--- config.mk ---
export PLATFORM = sky130hd
export DESIGN_NAME = cam_capture
export DESIGN_NICKNAME = d
export VERILOG_FILES = /design/src/rtl/cam_capture.sv
export SDC_FILE = /design/constraint.sdc
export NUM_CORES = 1
export LEC_CHECK = 0
export CORE_MARGIN = 2
export CORE_UTILIZATION = 50
export CTS_CLUSTER_SIZE = 40
export DETAILED_ROUTE_END_ITERATION = 7
export PLACE_DENSITY = 0.75
export RECOVER_POWER = 25
export SLEW_MARGIN = 10
export SYNTH_ARGS = -nofsm -noshare
export SYNTH_HDL_FRONTEND = slang
export SYNTH_SLANG_ARGS = --single-unit
--- constraint.sdc ---
create_clock -name clk -period 4.4 [get_ports clk]
set_input_delay 0.88 -clock clk [delete_from_list [all_inputs] [get_ports clk]]
set_output_delay 0.88 -clock clk [all_outputs]
set_load 0.005 [all_outputs]
--- src/rtl/cam_capture.sv ---
// cam_capture: samples an 8-bit YUV422 camera bus into the clk domain and
// emits one luma byte per pixel, tagged with its column/row, as a one-cycle pulse.
module cam_capture #(
  parameter int H_ACTIVE = 640,
  parameter int V_ACTIVE = 480,
  parameter bit Y_FIRST  = 1'b1
) (
  input  logic       clk,
  input  logic       reset,
  input  logic       cam_pclk,
  input  logic       cam_vsync,
  input  logic       cam_href,
  input  logic [7:0] cam_data,
  output logic [7:0] value,
  output logic [9:0] x,
  output logic [9:0] y,
  output logic       is_val,
  output logic       frame_start
);

  typedef enum logic [1:0] {WAIT_FRAME, WAIT_LINE, IN_LINE} state_t;

  localparam logic [10:0] H_LIM   = 11'(H_ACTIVE);
  localparam logic [10:0] V_LIM   = 11'(V_ACTIVE);
  localparam logic        LUMA_PH = Y_FIRST ? 1'b0 : 1'b1;
  localparam logic [9:0]  CNT_MAX = 10'h3FF;

  // Two-stage synchronizer plus one history stage for edge detection
  logic       s1_pclk_q, s1_vsync_q, s1_href_q;
  logic [7:0] s1_data_q;
  logic       s2_pclk_q, s2_vsync_q, s2_href_q;
  logic [7:0] s2_data_q;
  logic       s3_pclk_q, s3_vsync_q, s3_href_q;

  state_t     state_q, state_d;
  logic [9:0] px_q, px_d;
  logic [9:0] line_q, line_d;
  logic       phase_q, phase_d;
  logic [7:0] value_q, value_d;
  logic [9:0] x_q, x_d;
  logic [9:0] y_q, y_d;
  logic       is_val_q, is_val_d;
  logic       frame_start_q, frame_start_d;

  logic strobe, vsync_rise, vsync_fall, href_fall;
  logic take_byte, cur_phase;

  assign strobe     = s2_pclk_q & ~s3_pclk_q;
  assign vsync_rise = s2_vsync_q & ~s3_vsync_q;
  assign vsync_fall = ~s2_vsync_q & s3_vsync_q;
  assign href_fall  = ~s2_href_q & s3_href_q;

  // Move camera signals into the clk domain as one bundle so data stays aligned with its strobe
  always_ff @(posedge clk) begin
    if (reset) begin
      s1_pclk_q  <= 1'b0;
      s1_vsync_q <= 1'b0;
      s1_href_q  <= 1'b0;
      s1_data_q  <= 8'd0;
      s2_pclk_q  <= 1'b0;
      s2_vsync_q <= 1'b0;
      s2_href_q  <= 1'b0;
      s2_data_q  <= 8'd0;
      s3_pclk_q  <= 1'b0;
      s3_vsync_q <= 1'b0;
      s3_href_q  <= 1'b0;
    end else begin
      s1_pclk_q  <= cam_pclk;
      s1_vsync_q <= cam_vsync;
      s1_href_q  <= cam_href;
      s1_data_q  <= cam_data;
      s2_pclk_q  <= s1_pclk_q;
      s2_vsync_q <= s1_vsync_q;
      s2_href_q  <= s1_href_q;
      s2_data_q  <= s1_data_q;
      s3_pclk_q  <= s2_pclk_q;
      s3_vsync_q <= s2_vsync_q;
      s3_href_q  <= s2_href_q;
    end
  end

  // Next-state: frame/line tracking, then luma extraction for any accepted byte
  always_comb begin
    state_d       = state_q;
    px_d          = px_q;
    line_d        = line_q;
    phase_d       = phase_q;
    value_d       = value_q;
    x_d           = x_q;
    y_d           = y_q;
    is_val_d      = 1'b0;
    frame_start_d = 1'b0;
    take_byte     = 1'b0;
    cur_phase     = phase_q;

    if (vsync_rise) begin
      // A new vsync aborts whatever line was in progress, even if a byte arrives this cycle
      state_d = WAIT_FRAME;
      px_d    = 10'd0;
      phase_d = 1'b0;
    end else begin
      case (state_q)
        WAIT_FRAME: begin
          if (vsync_fall) begin
            state_d       = WAIT_LINE;
            line_d        = 10'd0;
            px_d          = 10'd0;
            phase_d       = 1'b0;
            frame_start_d = 1'b1;
          end
        end
        WAIT_LINE: begin
          if (strobe && s2_href_q) begin
            state_d   = IN_LINE;
            take_byte = 1'b1;
            cur_phase = 1'b0;
          end
        end
        IN_LINE: begin
          if (href_fall) begin
            // Line done: an unpaired trailing byte is simply forgotten by resetting phase
            state_d = WAIT_LINE;
            px_d    = 10'd0;
            phase_d = 1'b0;
            if (line_q != CNT_MAX) line_d = line_q + 10'd1;
          end else if (strobe && s2_href_q) begin
            take_byte = 1'b1;
          end
        end
        default: state_d = WAIT_FRAME;
      endcase
    end

    if (take_byte) begin
      phase_d = ~cur_phase;
      if (cur_phase == LUMA_PH) begin
        if (({1'b0, px_q} < H_LIM) && ({1'b0, line_q} < V_LIM)) begin
          value_d  = s2_data_q;
          x_d      = px_q;
          y_d      = line_q;
          is_val_d = 1'b1;
        end
        if (px_q != CNT_MAX) px_d = px_q + 10'd1;
      end
    end
  end

  // Capture FSM state, counters and registered outputs
  always_ff @(posedge clk) begin
    if (reset) begin
      state_q       <= WAIT_FRAME;
      px_q          <= 10'd0;
      line_q        <= 10'd0;
      phase_q       <= 1'b0;
      value_q       <= 8'd0;
      x_q           <= 10'd0;
      y_q           <= 10'd0;
      is_val_q      <= 1'b0;
      frame_start_q <= 1'b0;
    end else begin
      state_q       <= state_d;
      px_q          <= px_d;
      line_q        <= line_d;
      phase_q       <= phase_d;
      value_q       <= value_d;
      x_q           <= x_d;
      y_q           <= y_d;
      is_val_q      <= is_val_d;
      frame_start_q <= frame_start_d;
    end
  end

  assign value       = value_q;
  assign x           = x_q;
  assign y           = y_q;
  assign is_val      = is_val_q;
  assign frame_start = frame_start_q;

endmodule

Yosys cells after proc, flatten, opt, wreduce, memory -nomap -nowiden:

Index checks and enable logic that the tools add are counted.

* add/sub/neg operators: 2
* $lt $le $gt $ge: 2
* eq/ne operators: 10
* multiplexer cells: 29
* bitwise operators: 12
* reduce and logical (&&, ||, !) cells: 12

Operators with widths (count)
* two-way mux 10 bit: 9
* case mux 10 bit (2 select lines): 2
* adder 10 x 1 -> 10 bit (second input constant): 2
* != test 10 bit (second input constant): 2
* two-way mux 1 bit: 12
* < comparator 10 bit (second input constant): 1
* < comparator 10 x 9 -> 1 bit (second input constant): 1
* AND reduction 3 bit: 3
* != test 2 bit (second input constant): 4
* != test 4 bit (second input constant): 2
* inverter 1 bit: 8
* two-way mux 2 bit: 3
* case mux 2 bit (3 select lines): 1
* OR reduction 3 bit: 2
* AND reduction 5 bit: 1
* AND 1 bit: 4
* case mux 1 bit (2 select lines): 2
* nonzero test 4 bit: 1
* == test 2 x 1 -> 1 bit (second input constant): 1
* == test 2 bit (second input constant): 1
* logical AND 1 bit: 2
* zero test 2 bit: 1
* nonzero test 2 bit: 1
* OR reduction 2 bit: 1

* flip-flop bits (word level): 78
* output and inout port bits: 30

Logic depth before layout (Yosys ltp):

Gate-level depths: netlist of run 1.

* word-level depth: 9
* depth in mapped cells: 8
* mapped depth without buffers: 6

Worst setup path before layout of run 1:

No wires, ideal clock.

* kind: register -> register
* start point: reg state_q[0]
* end point: reg px_q[0]
* arrival: 1.957 ns
* required time: 4.279 ns
* setup slack: 2.322 ns
* cell stages (with the launch flop): 8
* path buffers: 1
* cells stage by stage: dfxtp_1 inv_1 ha_1 o21ai_1 or4_4 buf_6 o2111a_2 mux2_4

* longest elaborated chain between the ends: 6

Ends and longest elaborated chain
* start: declaration: line 35 `state_t state_q, state_d;`
* start signal: assignment: line 161 `state_q <= state_d;`
* == test 2 bit or zero test 2 bit (tied branches): line 102 `case (state_q)`
* case mux 10 bit (2 select lines): line 102
* two-way mux 10 bit: line 96 `if (vsync_rise) begin`
* two-way mux 10 bit: line 143 `if (px_q != CNT_MAX) px_d = px_q + 10'd1;`
* two-way mux 10 bit: line 136 `if (cur_phase == LUMA_PH) begin`
* two-way mux 10 bit *: line 134 `if (take_byte) begin`
* end signal: assignment: line 162 `px_q <= px_d;`
* end: declaration: line 36 `logic [9:0] px_q, px_d;`

Mark *: on every way between the ends. The rest lies on a longest branch, timed or not.
A chain may end at the register's enable or synchronous reset.

Worst setup path in the final report of run 1:

* start point: in reset
* end point: reg state_q[1]

* longest elaborated chain between the ends: 1

Ends and longest elaborated chain
* start: declaration: line 9 `input logic reset,`
* OR reduction 2 bit (no source line)

No other way between the ends.

==> out/results.txt, run 1 <==
Setup repair after global routing left no endpoint under its margin. STA classifies the critical path startpoint as an input port. For the antenna cell count, the log shows 0.

The detailed-router iteration count before antenna repair is 4. The critical path in this run is classified as input port to register. The max-slew violation count is 42, and the worst setup skew after layout is 0.008706 ns.

The total setup violations reported at the end of the flow was 0; the post-detailed-route wirelength per cell was 14.19 um. TritonCTS built the clock tree. The clock drives 78 sinks. Combinational cell fraction of total power: 5.4%. The leading cell type in the layout, fill and taps excluded was sky130_fd_sc_hd__dfxtp_1. After detailed routing, the total wire length is 6.597 mm.

For the pin with the worst max-slew slack, the measured transition is 1.743 ns. The switching share of total power is 25.35%. The area of the placeable core is 6314 um2. For the worst setup path, the data required time is 4.59 ns. The mapped netlist covers 3241 um2. Once detail routing completed, the nets flagged for antenna violations numbered 0.

For the buffer levels on the longest clock path, the log shows 2. In the synthesized netlist the dominant register cell turns out to be sky130_fd_sc_hd__dfxtp_1. Summed over all nets, the switching power comes to 0.3289 mW. The worst register-to-register path has a setup slack of 1.83 ns. Fill cells in the final layout number 579. The tools report the HPWL after detailed placement as 4.379 mm.

The routed layout has 2678 vias. STA classifies the critical path endpoint as a register. The count of different cell masters after synthesis came out at 55. In the layout the commonest cells are 78 x sky130_fd_sc_hd__dfxtp_1, 41 x sky130_fd_sc_hd__clkdlybuf4s50_1, 39 x sky130_fd_sc_hd__a21oi_1, 35 x sky130_fd_sc_hd__nand3_1, 35 x sky130_fd_sc_hd__o21ai_0. Once the clock tree was built, the resizer swapped 0 gates to a different size. After synthesis, the mean cell area works out to 9.285 um2. The data arrival at the endpoint of the critical path was 3.10 ns; the relative max-transition margin was -16.22%.

The run gives 1.334 nW as the leakage power summed over all cells. The total DRC errors in the routed layout is 0. In the synthesized netlist, the number of instances is 349. The synthesized design contains 78 register bits. The logs give 9 for the clock buffer count from CTS and 159 for the violation count after the first detailed-routing iteration. The number of synthesized flops with an enable pin came out at 0. Largest fanout on the critical path: 41. The logs give 0 for the number of buffers inserted for hold repair after clock tree synthesis and 55.7% for the power share of the sequential group.

Cell internal power was estimated by the tool at 0.9688 mW. Starting density of the core: 51.33%. The wire length of the first global-routing pass is 11.48 mm, and the total power is 1.298 mW. The ratio of total power to cell area is 335.3 nW/um2, and the initial antenna violation count is 0.

Cell at the root of the clock tree: sky130_fd_sc_hd__clkbuf_8. In the routed layout, each cell is associated on average with a via count of 5.759. After global routing the overflow that remains totals 0.

The share of flip-flops with an asynchronous set or reset after synthesis works out to 0%. Timing would allow up to 0.3439 GHz. The worst hold path belongs to the class register to register. Clock-pin slew was measured on the worst setup and hold paths at 0.09 ns. The overall die width is 84.51 um, and the final net count is 406. The via count of the first global-routing pass came out at 2476. For this run, the total global-route usage over all layers was measured as 19.62%. The count of standard-cell rows is 29.

Level count of the clock H-tree: 3. For the clock network latency to the later pin of the worst-skew pair, the log shows 0.35 ns. The net count of the mapped netlist is 372.

The number of setup buffers added after CTS is 0. The run gives 43 as the total I/O pin count. The peak supply drop came out at 0.0002282 V. The share of power burned in the clock network is 38.9%, and the clock period minus final worst setup slack is 2.908 ns.

The run gives 0 as the synthesis warning total. At the end of routability-driven placement, the weighted congestion stood at 0.8272. From bottom edge to top edge, the die measures 84.51 um.

For the total count of hold-check failures in the final report, the log shows 0. The number of violations of the max-capacitance limit came out at 1. The share of the clock period used by the worst path works out to 66.08%. The final reports fail on max-capacitance violations, max-slew violations. The sequential area share after synthesis was 48.19%; the layout cell share with drive strength beyond 1 was 7.990%. Relative to the synthesized area, the layout overhead comes to 19.42%. The number of buffers inserted by port buffering was 42.

The flow ran to the end, but the final reports show violations. Maximum number of pins on one net before global-route repair: 42. For the final routed database, the setup TNS stands at 0 ns.

The floorplan step defined a die boundary enclosing 7141 um2.
-- worst paths after layout --
check / start / cells past startpoint / end
setup / recovery: reset / 3 / state_q[1]$_SDFFE_PP0P_
hold / removal: s1_pclk_q$_SDFF_PP0_ / 1 / s2_pclk_q$_SDFF_PP0_
setup reg to reg: state_q[0]$_SDFFE_PP0P_ / 6 / px_q[0]$_SDFF_PP0_
hold reg to reg: s1_pclk_q$_SDFF_PP0_ / 1 / s2_pclk_q$_SDFF_PP0_
-- synthesized netlist by cell type, types with 5 or more instances --
master	count	share of area (%)
sky130_fd_sc_hd__inv_1	11	1.3
sky130_fd_sc_hd__or3_1	5	0.97
sky130_fd_sc_hd__clkbuf_1	16	1.9
sky130_fd_sc_hd__o21ai_0	35	5.4
sky130_fd_sc_hd__a21oi_1	39	6.0
sky130_fd_sc_hd__nand3_1	35	5.4
sky130_fd_sc_hd__ha_1	10	3.9
sky130_fd_sc_hd__dfxtp_1	78	48
sky130_fd_sc_hd__o31ai_1	6	1.4
sky130_fd_sc_hd__nor2b_1	25	4.8
sky130_fd_sc_hd__nor3_1	7	1.1
sky130_fd_sc_hd__or4_1	5	1.2
sky130_fd_sc_hd__nand2_1	10	1.2
-- worst max-delay path: stages --
cell and delay (ns):
sky130_fd_sc_hd__clkbuf_1 1.22, sky130_fd_sc_hd__clkbuf_1 0.88, sky130_fd_sc_hd__nor3_1 0.11
-- registers in the layout (all words and copies together) (netlist names), 2 cells and up --
name       cells
line_q        10
px_q          10
s1_data_q      8
s2_data_q      8
state_q        2
value          8
x             10
y             10
-- final cells by class --
| class | count | area [um2] | share of cell area (%) |
|---|---|---|---|
| clock buffer | 9 | 123.9 | 3.201 |
| inverter | 11 | 41.29 | 1.067 |
| timing repair buffer | 46 | 440.4 | 11.38 |
| multi-input combinational | 237 | 1544 | 39.90 |
| tap | 77 | 96.34 | 2.489 |
| sequential | 78 | 1562 | 40.35 |
| clock inverter | 7 | 62.56 | 1.617 |
-- power groups by stage --
stage	Sequential, mW	Combinational, mW	Clock [mW]
floorplan	0.738	0.0496	0
global placement	0.739	0.0681	0
detailed placement	0.739	0.0703	0
CTS	0.723	0.0708	0.520
global route	0.725	0.0776	0.559
finish	0.723	0.0697	0.505
-- metal layers --
layer,GRT usage (%),vias up,part of all wire [%]
met3,5.015,8,3.8
met1,25.77,1272,46
met4,7.937,0,1.3
met2,30.92,51,48
met5,0,-,0
li1,-,1347,-
-- kinds of logic after synthesis --
family	Yosys count	synth area share, %
AO/OA/AOI/OAI	110	20.81
AND/OR/NAND/NOR	110	20.39
flip-flops	78	48.19
buffers and inverters	34	4.440
adder cells (fa/ha/maj)	10	3.861
multiplexers	6	2.046
XOR/XNOR	1	0.2703
-- metrics by stage --
step	utilization, %	std cells	hold slack [ns]	setup slack, ns	area [um2]
after floorplan	-	349	0.4138	2.322	3241
after global placement	58.42	449	0.4172	1.948	3689
after detailed placement	58.42	449	0.4228	1.881	3689
after CTS	61.38	465	0.4451	1.852	3875
after global routing	61.30	465	0.4583	1.241	3870
final	61.30	465	0.4374	1.492	3870
(Power assumes the default switching activity.)
==> inputs of run 2 (changes only) <==
==> constraint.sdc (replaced) <==
create_clock -name clk -period 3 [get_ports clk]
set_input_delay 0.6 -clock clk [delete_from_list [all_inputs] [get_ports clk]]
set_output_delay 0.6 -clock clk [all_outputs]
set_load 0.005 [all_outputs]
==> out/results.txt, run 2 (synthesis gave the netlist of run 1 again) <==
The number of buffers inserted by port buffering works out to 42 (unchanged). The clock transition at the registers of the reported paths is 0.09 ns (about the same). Of the available clock period, the critical path in the final layout requires 85.08%. The detailed-router iteration count before antenna repair was 4 (unchanged); the detailed-route via count was 2714 (+1.3%). The HPWL after detailed placement is 4.210 mm (-3.8%). The critical-path cell with the highest stage delay is sky130_fd_sc_hd__or4_4. For the multi-input gate area in the final layout, the log shows 1544 um2 (unchanged).

The wire length of the first global-routing pass was 11.63 mm (+1.3%). The logs give 51.33% (unchanged) for the starting density of the core and 2 (unchanged) for the buffer levels on the longest clock path. Count of standard-cell rows: 29 (unchanged).

The logs give 0 (unchanged) for the total setup violations reported at the end of the flow and 1 (unchanged) for the number of violations of the max-capacitance limit. The number of buffers inserted for hold repair after clock tree synthesis was 0 (unchanged); the largest stage delay on the critical path was 0.71 ns (-0.51 ns). The total stage count of the critical path was 6 (+3). The library cells used most frequently in the layout, excluding fill and tap cells, are 78 x sky130_fd_sc_hd__dfxtp_1, 40 x sky130_fd_sc_hd__clkdlybuf4s50_1, 39 x sky130_fd_sc_hd__a21oi_1, 35 x sky130_fd_sc_hd__nand3_1, 35 x sky130_fd_sc_hd__o21ai_0. Setup repair after global routing left no endpoint under its margin. The count of cells resized by post-cts repair is 0 (unchanged), and the routed via count divided by cell count is 5.824 (+1.1%). Relative to the synthesized area, the layout overhead comes to 19.69%. Post-detailed-route wirelength per cell: 14.19 um (about the same). The pre-CTS worst setup slack came out at 0.4467 ns (-1.434 ns). The worst setup path is captured at a register. The tools report the total I/O pin count as 43 (unchanged). The relative max-transition margin was -34.20% (-18 points). The layout cell share with drive strength beyond 1 is 8.483% (+0.49 points), and the total DRC errors in the routed layout is 0 (unchanged). For the die outline area, the log shows 7141 um2 (unchanged). The clock net sink count is 78 (unchanged), and the data required time at the worst endpoint is 3.15 ns (-1.44 ns).

The run gives 0 (unchanged) as the number of post-CTS setup repair buffers. The leakage power summed over all cells was 1.346 nW (+0.89%). The tools report the level count of the clock H-tree as 3 (unchanged). For the total congestion overflow, the log shows 0 (unchanged). The cell sitting at the root of the clock tree is a sky130_fd_sc_hd__clkbuf_8. Clock buffer count from CTS: 9 (unchanged). In this run the worst setup path begins at state_q[0]$_SDFFE_PP0P_. The number of nets with antenna violations after routing was 0 (unchanged).

The overall die width was 84.51 um (unchanged). The data arrival at the endpoint of the critical path was 2.71 ns (-0.39 ns). The area used by sequential logic in the layout came out at 1562 um2 (unchanged). Total count of hold-check failures in the final report: 0 (unchanged). The tools report the clock network latency to the later pin of the worst-skew pair as 0.36 ns (about the same). The ratio of total power to cell area is 492.0 nW/um2 (+47%), and the total wire length is 6.614 mm (+0.26%).

The worst register-to-register path begins at state_q[0]$_SDFFE_PP0P_. The number of stages on the worst hold path came out at 1 (unchanged). The total routing resource utilization after global routing is 20.01% (+0.39 points). The worst setup skew after layout came out at 0.01353 ns (+0.004820 ns). The clock period minus final worst setup slack works out to 2.552 ns. The maximum number of pins on one net before global-route repair is 50 (+19%), and the largest fanout on the critical path is 37 (-9.8%).

The setup TNS after final layout is 0 ns (unchanged). Element type at the critical path start: a register. The final-layout fill cell count was 572 (-1.2%).

Traced cell by cell, the critical path runs through inv_1 > ha_1 > o21ai_1 > or4_4 > o211ai_1 > a311oi_1. The run finished, with violations left. The worst hold path begins at s1_data_q[6]$_SDFF_PP0_. The logic depth of the worst register-to-register path was 6 (unchanged); the initial antenna violation count was 0 (unchanged). The run gives 0.4378 ns (+0.0003760 ns) as the final-layout worst hold slack. The peak supply drop is 0.0003440 V (+51%), and the via count of the first global-routing pass is 2550 (+3.0%). Violation count after the first detailed-routing iteration: 151 (-5.0%).

The last weighted congestion value of the routability-driven placer was 0.8451 (+2.2%); the total power was 1.908 mW (+47%). The transition time of the tightest slew-check pin came out at 2.013 ns (+0.2696 ns). The max-slew violation count is 50 (+19%).

The library cell used most frequently in the layout, excluding fill and tap cells, is sky130_fd_sc_hd__dfxtp_1. The number of buffer and inverter instances along the worst setup path works out to 1 (-1). The die height works out to 84.51 um (unchanged). The run gives 0.4477 ns (-1.045 ns) as the worst path setup slack after routing.

The worst setup path is of the register to register kind. The checks that failed: max-capacitance violations, max-slew violations. The number of standard cells in the final layout excluding fillers is 466 (+0.22%). The tools report the antenna cell count as 0 (unchanged).

TritonCTS built the clock tree. Derived from the worst setup path, the maximum achievable clock frequency is 0.3918 GHz. The tools report the final net count as 407 (+0.25%). Number of cells after detailed placement: 450 (+0.22%).

Grouping stages by cell kind, the critical path spends the most delay in compound AO/OA/AOI/OAI gates. The min-delay analysis places its worst path in the category register to register. The area of the placeable core came out at 6314 um2 (unchanged).
## run 2: cell count changes in the layout (fill, tap and decap cells not counted)
cell / previous run / this run
sky130_fd_sc_hd__clkbuf_2: 0 / 1
sky130_fd_sc_hd__dlygate4sd3_1: 0 / 1
sky130_fd_sc_hd__clkbuf_1: 2 / 1
sky130_fd_sc_hd__clkdlybuf4s50_1: 41 / 40
sky130_fd_sc_hd__buf_4: 3 / 4
## run 2: worst paths after layout
path / endpoint / slack [ns]
min: s2_data_q[6]$_SDFF_PP0_ / 0.44
max: px_q[8]$_SDFF_PP0_ / 0.45
min reg2reg: s2_data_q[6]$_SDFF_PP0_ / 0.44
max reg2reg: px_q[8]$_SDFF_PP0_ / 0.45
## run 2: metal layers
metal  vias up  track usage, %  share of wire, %
met1      1281           25.42                44
met3        15           4.523               5.2
met5         -               0                 0
met4         0           9.957               2.3
met2        75           32.07                48
li1       1343               -                 -
## run 2: area by class of cell
cell class / instances / share of cell area [%]
sequential: 78 / 40.26
multi-input combinational: 237 / 39.81
timing repair buffer: 47 / 11.58
clock buffer: 9 / 3.194
tap: 77 / 2.484
clock inverter: 7 / 1.613
inverter: 11 / 1.065
## run 2: per-stage QoR
step | utilization [%] | instance area (um2)
after floorplan | - | 3241
after global placement | 58.54 | 3696
after detailed placement | 58.54 | 3696
after CTS | 61.49 | 3882
after global routing | 61.43 | 3879
final | 61.43 | 3879
## run 2: power breakdown
group | internal (mW) | leakage [nW] | switching (mW)
clock network | 0.319 | 0.0931 | 0.427
registers | 1.05 | 0.633 | 0.00770
logic | 0.0496 | 0.620 | 0.0531
total | 1.42 | 1.35 | 0.487
## run 2: worst reg2reg max path, stage by stage (launching register included)
cell and delay, ns:
sky130_fd_sc_hd__dfxtp_1 0.35, sky130_fd_sc_hd__inv_1 0.13, sky130_fd_sc_hd__ha_1 0.40, sky130_fd_sc_hd__o21ai_1 0.21, sky130_fd_sc_hd__or4_4 0.71, sky130_fd_sc_hd__o211ai_1 0.40
sky130_fd_sc_hd__a311oi_1 0.16
==> inputs of run 3 (changes only) <==
--- a/config.mk
+++ b/config.mk
@@ -7,11 +7,10 @@
 export LEC_CHECK = 0
 export CORE_MARGIN = 2
 export CORE_UTILIZATION = 50
-export CTS_CLUSTER_SIZE = 40
 export DETAILED_ROUTE_END_ITERATION = 7
 export PLACE_DENSITY = 0.75
 export RECOVER_POWER = 25
-export SLEW_MARGIN = 10
+export SLEW_MARGIN = 20
 export SYNTH_ARGS = -nofsm -noshare
 export SYNTH_HDL_FRONTEND = slang
 export SYNTH_SLANG_ARGS = --single-unit
==> constraint.sdc (replaced) <==
create_clock -name clk -period 3 [get_ports clk]
set_input_delay 0.3 -clock clk [delete_from_list [all_inputs] [get_ports clk]]
set_output_delay 0.3 -clock clk [all_outputs]
set_load 0.005 [all_outputs]
==> out/results.txt, run 3 (synthesis gave the netlist of run 1 again) <==
The buffer levels on the longest clock path was 2 (unchanged); the final net count was 408 (+0.25%). The setup TNS after final layout came out at 0 ns (unchanged). Leading cell type in the layout, fill and taps excluded: sky130_fd_sc_hd__dfxtp_1. Traced cell by cell, the critical path runs through inv_1 > ha_1 > o21ai_1 > or4_4 > o211ai_1 > a311oi_1.

The tools report the antenna cell count as 0 (unchanged). The run gives 51.33% (unchanged) as the starting density of the core. The logs give 0 (unchanged) for the total setup violations reported at the end of the flow and 0.3883 GHz (-0.90%) for the highest clock frequency the design can meet. The tools report the area used by sequential logic in the layout as 1562 um2 (unchanged).

The data arrival at the endpoint of the critical path was 2.75 ns (+0.04 ns); the transition time of the tightest slew-check pin was 1.619 ns (-0.3936 ns). The run gives 2503 (-1.8%) as the via count of the first global-routing pass. The ratio of total power to cell area came out at 505.0 nW/um2 (+2.6%).

The overall die width was 84.51 um (unchanged); the multi-input gate area in the final layout was 1544 um2 (unchanged). Setup repair after global routing left no endpoint under its margin. In the layout the commonest cells are 78 x sky130_fd_sc_hd__dfxtp_1, 40 x sky130_fd_sc_hd__clkdlybuf4s50_1, 39 x sky130_fd_sc_hd__a21oi_1, 35 x sky130_fd_sc_hd__nand3_1, 35 x sky130_fd_sc_hd__o21ai_0. Broken down by cell family, the worst path's largest delay share belongs to compound AO/OA/AOI/OAI gates. The level count of the clock H-tree came out at 3 (unchanged).

The tools report the total I/O pin count as 43 (unchanged). Die outline area: 7141 um2 (unchanged). The largest stage delay on the critical path is 0.70 ns (about the same), and the count of standard-cell rows is 29 (unchanged).

The worst register-to-register path ends at px_q[6]$_SDFF_PP0_. The worst setup path is of the register to register kind. The largest fanout on the critical path was 37 (unchanged); the die height was 84.51 um (unchanged). For the number of post-CTS setup repair buffers, the log shows 0 (unchanged). The worst hold path begins at s1_data_q[3]$_SDFF_PP0_. The relative max-transition margin came out at -7.956% (+26 points). In this run the critical register-to-register path is launched from state_q[0]$_SDFFE_PP0P_. The endpoint of the worst hold-timing path is s2_data_q[3]$_SDFF_PP0_. The flow ran to the end, but the final reports show violations. Critical-path cell with the highest stage delay: sky130_fd_sc_hd__or4_4.

The logs give 0 (unchanged) for the count of cells resized by post-cts repair and 6 (+2) for the detailed-router iteration count before antenna repair. The tools report the leakage power summed over all cells as 1.350 nW (+0.25%). The total count of hold-check failures in the final report was 0 (unchanged). STA classifies the critical path endpoint as a register. For the initial antenna violation count, the log shows 0 (unchanged). Number of buffer and inverter instances along the worst setup path: 1 (unchanged).

The last weighted congestion value of the routability-driven placer was 0.8378 (-0.86%). The run gives 0 (unchanged) as the total congestion overflow. The final reports fail on max-capacitance violations, max-slew violations.

Clock buffer count from CTS: 9 (unchanged). The tools report the final design utilization as 61.83% (+0.40 points). The detailed-route via count was 2693 (-0.77%). The class of the worst hold path is register to register. The final-layout fill cell count is 574 (+0.35%), and the total routing resource utilization after global routing is 19.75% (-0.27 points).

The run gives 0.42 ns (-0.02 ns) as the register-to-register setup slack. The share of the clock period used by the worst path is 85.85% (+0.77 points), and the post-detailed-route wirelength per cell is 14.32 um (+0.90%). The clock period minus final worst setup slack is 2.575 ns (+0.02310 ns).

STA classifies the critical path startpoint as a register. The number of violations of the max-capacitance limit was 1 (unchanged); the area overhead of the layout relative to synthesis was 20.46%. The number of nets with antenna violations after routing came out at 0 (unchanged). Total wire length: 6.688 mm (+1.1%).

The maximum number of pins on one net before global-route repair was 40 (-20%); the logic depth of the worst register-to-register path was 6 (unchanged). The peak supply drop was 0.0003541 V (+2.9%); the number of stages on the worst hold path was 1 (unchanged). TritonCTS built the clock tree. The number of buffers inserted by port buffering is 42 (unchanged), and the data required time at the worst endpoint is 3.17 ns (+0.02 ns). Cell at the root of the clock tree: sky130_fd_sc_hd__clkbuf_8. The worst setup skew after layout is 0.007863 ns (-0.005663 ns). The logs give 0.36 ns (about the same) for the clock network latency to the later pin of the worst-skew pair and 131 (-13%) for the violation count after the first detailed-routing iteration. The clock transition at the registers of the reported paths is 0.09 ns (about the same), and the clock net sink count is 78 (unchanged). The HPWL after detailed placement was 4.335 mm (+3.0%). The logs give 6314 um2 (unchanged) for the area of the placeable core and 11.47 mm (-1.4%) for the wire length of the first global-routing pass. The total DRC errors in the routed layout came out at 0 (unchanged).

The routed via count divided by cell count is 5.767 (-0.99%), and the max-slew violation count is 40 (-20%). The number of buffers inserted for hold repair after clock tree synthesis is 0 (unchanged), and the layout cell share with drive strength beyond 1 is 8.462% (-0.022 points). The total stage count of the critical path works out to 6 (unchanged).
[run 3: changes by cell type in the layout (fill, tap and decap cells not counted), sizes merged]
cell	change
inv	-3
clkinvlp	+2
buf	+1
bufinv	+1
[run 3: metrics by stage]
step	hold slack, ns	area [um2]	instances	setup WS, ns	total power, mW
global route	0.4547	3904	467	0.2727	2.055
global placement	0.4173	3704	451	0.5403	1.183
CTS	0.4445	3909	467	0.4505	1.992
floorplan	0.4138	3241	349	0.9220	1.155
detailed placement	0.4231	3704	451	0.4689	1.188
finish	0.4412	3904	467	0.4246	1.971
[run 3: area by class of cell]
cell class                 count  share of cell area (%)
clock buffer                   9                   3.173
sequential                    78                   40.00
tap                           77                   2.468
multi-input combinational    237                   39.55
clock inverter                 7                   2.083
inverter                      11                   1.058
timing repair buffer          48                   11.67
[run 3: per-layer routing]
metal	routed length [um]	GRT usage, %	vias to the layer above
met3	290	5.015	15
met5	0	0	-
li1	-	-	1350
met4	158	9.957	0
met2	3114	30.35	66
met1	3124	25.79	1262
[run 3: worst max path at each step]
stage | start | endpoint | slack (ns)
2_1_floorplan | state_q[0]$_SDFFE_PP0P_ | px_q[0]$_SDFF_PP0_ | 0.92
3_3_place_gp | state_q[0]$_SDFFE_PP0P_ | px_q[0]$_SDFF_PP0_ | 0.54
3_5_place_dp | state_q[0]$_SDFFE_PP0P_ | px_q[0]$_SDFF_PP0_ | 0.47
4_1_cts | state_q[0]$_SDFFE_PP0P_ | px_q[0]$_SDFF_PP0_ | 0.45
5_1_grt | state_q[0]$_SDFFE_PP0P_ | px_q[8]$_SDFF_PP0_ | 0.27
6_report | state_q[0]$_SDFFE_PP0P_ | px_q[6]$_SDFF_PP0_ | 0.42
[run 3: report_power, final]
| part | switching, mW | internal [mW] |
|---|---|---|
| combinational | 0.0536 | 0.0496 |
| sequential | 0.00798 | 1.05 |
| clock | 0.414 | 0.394 |
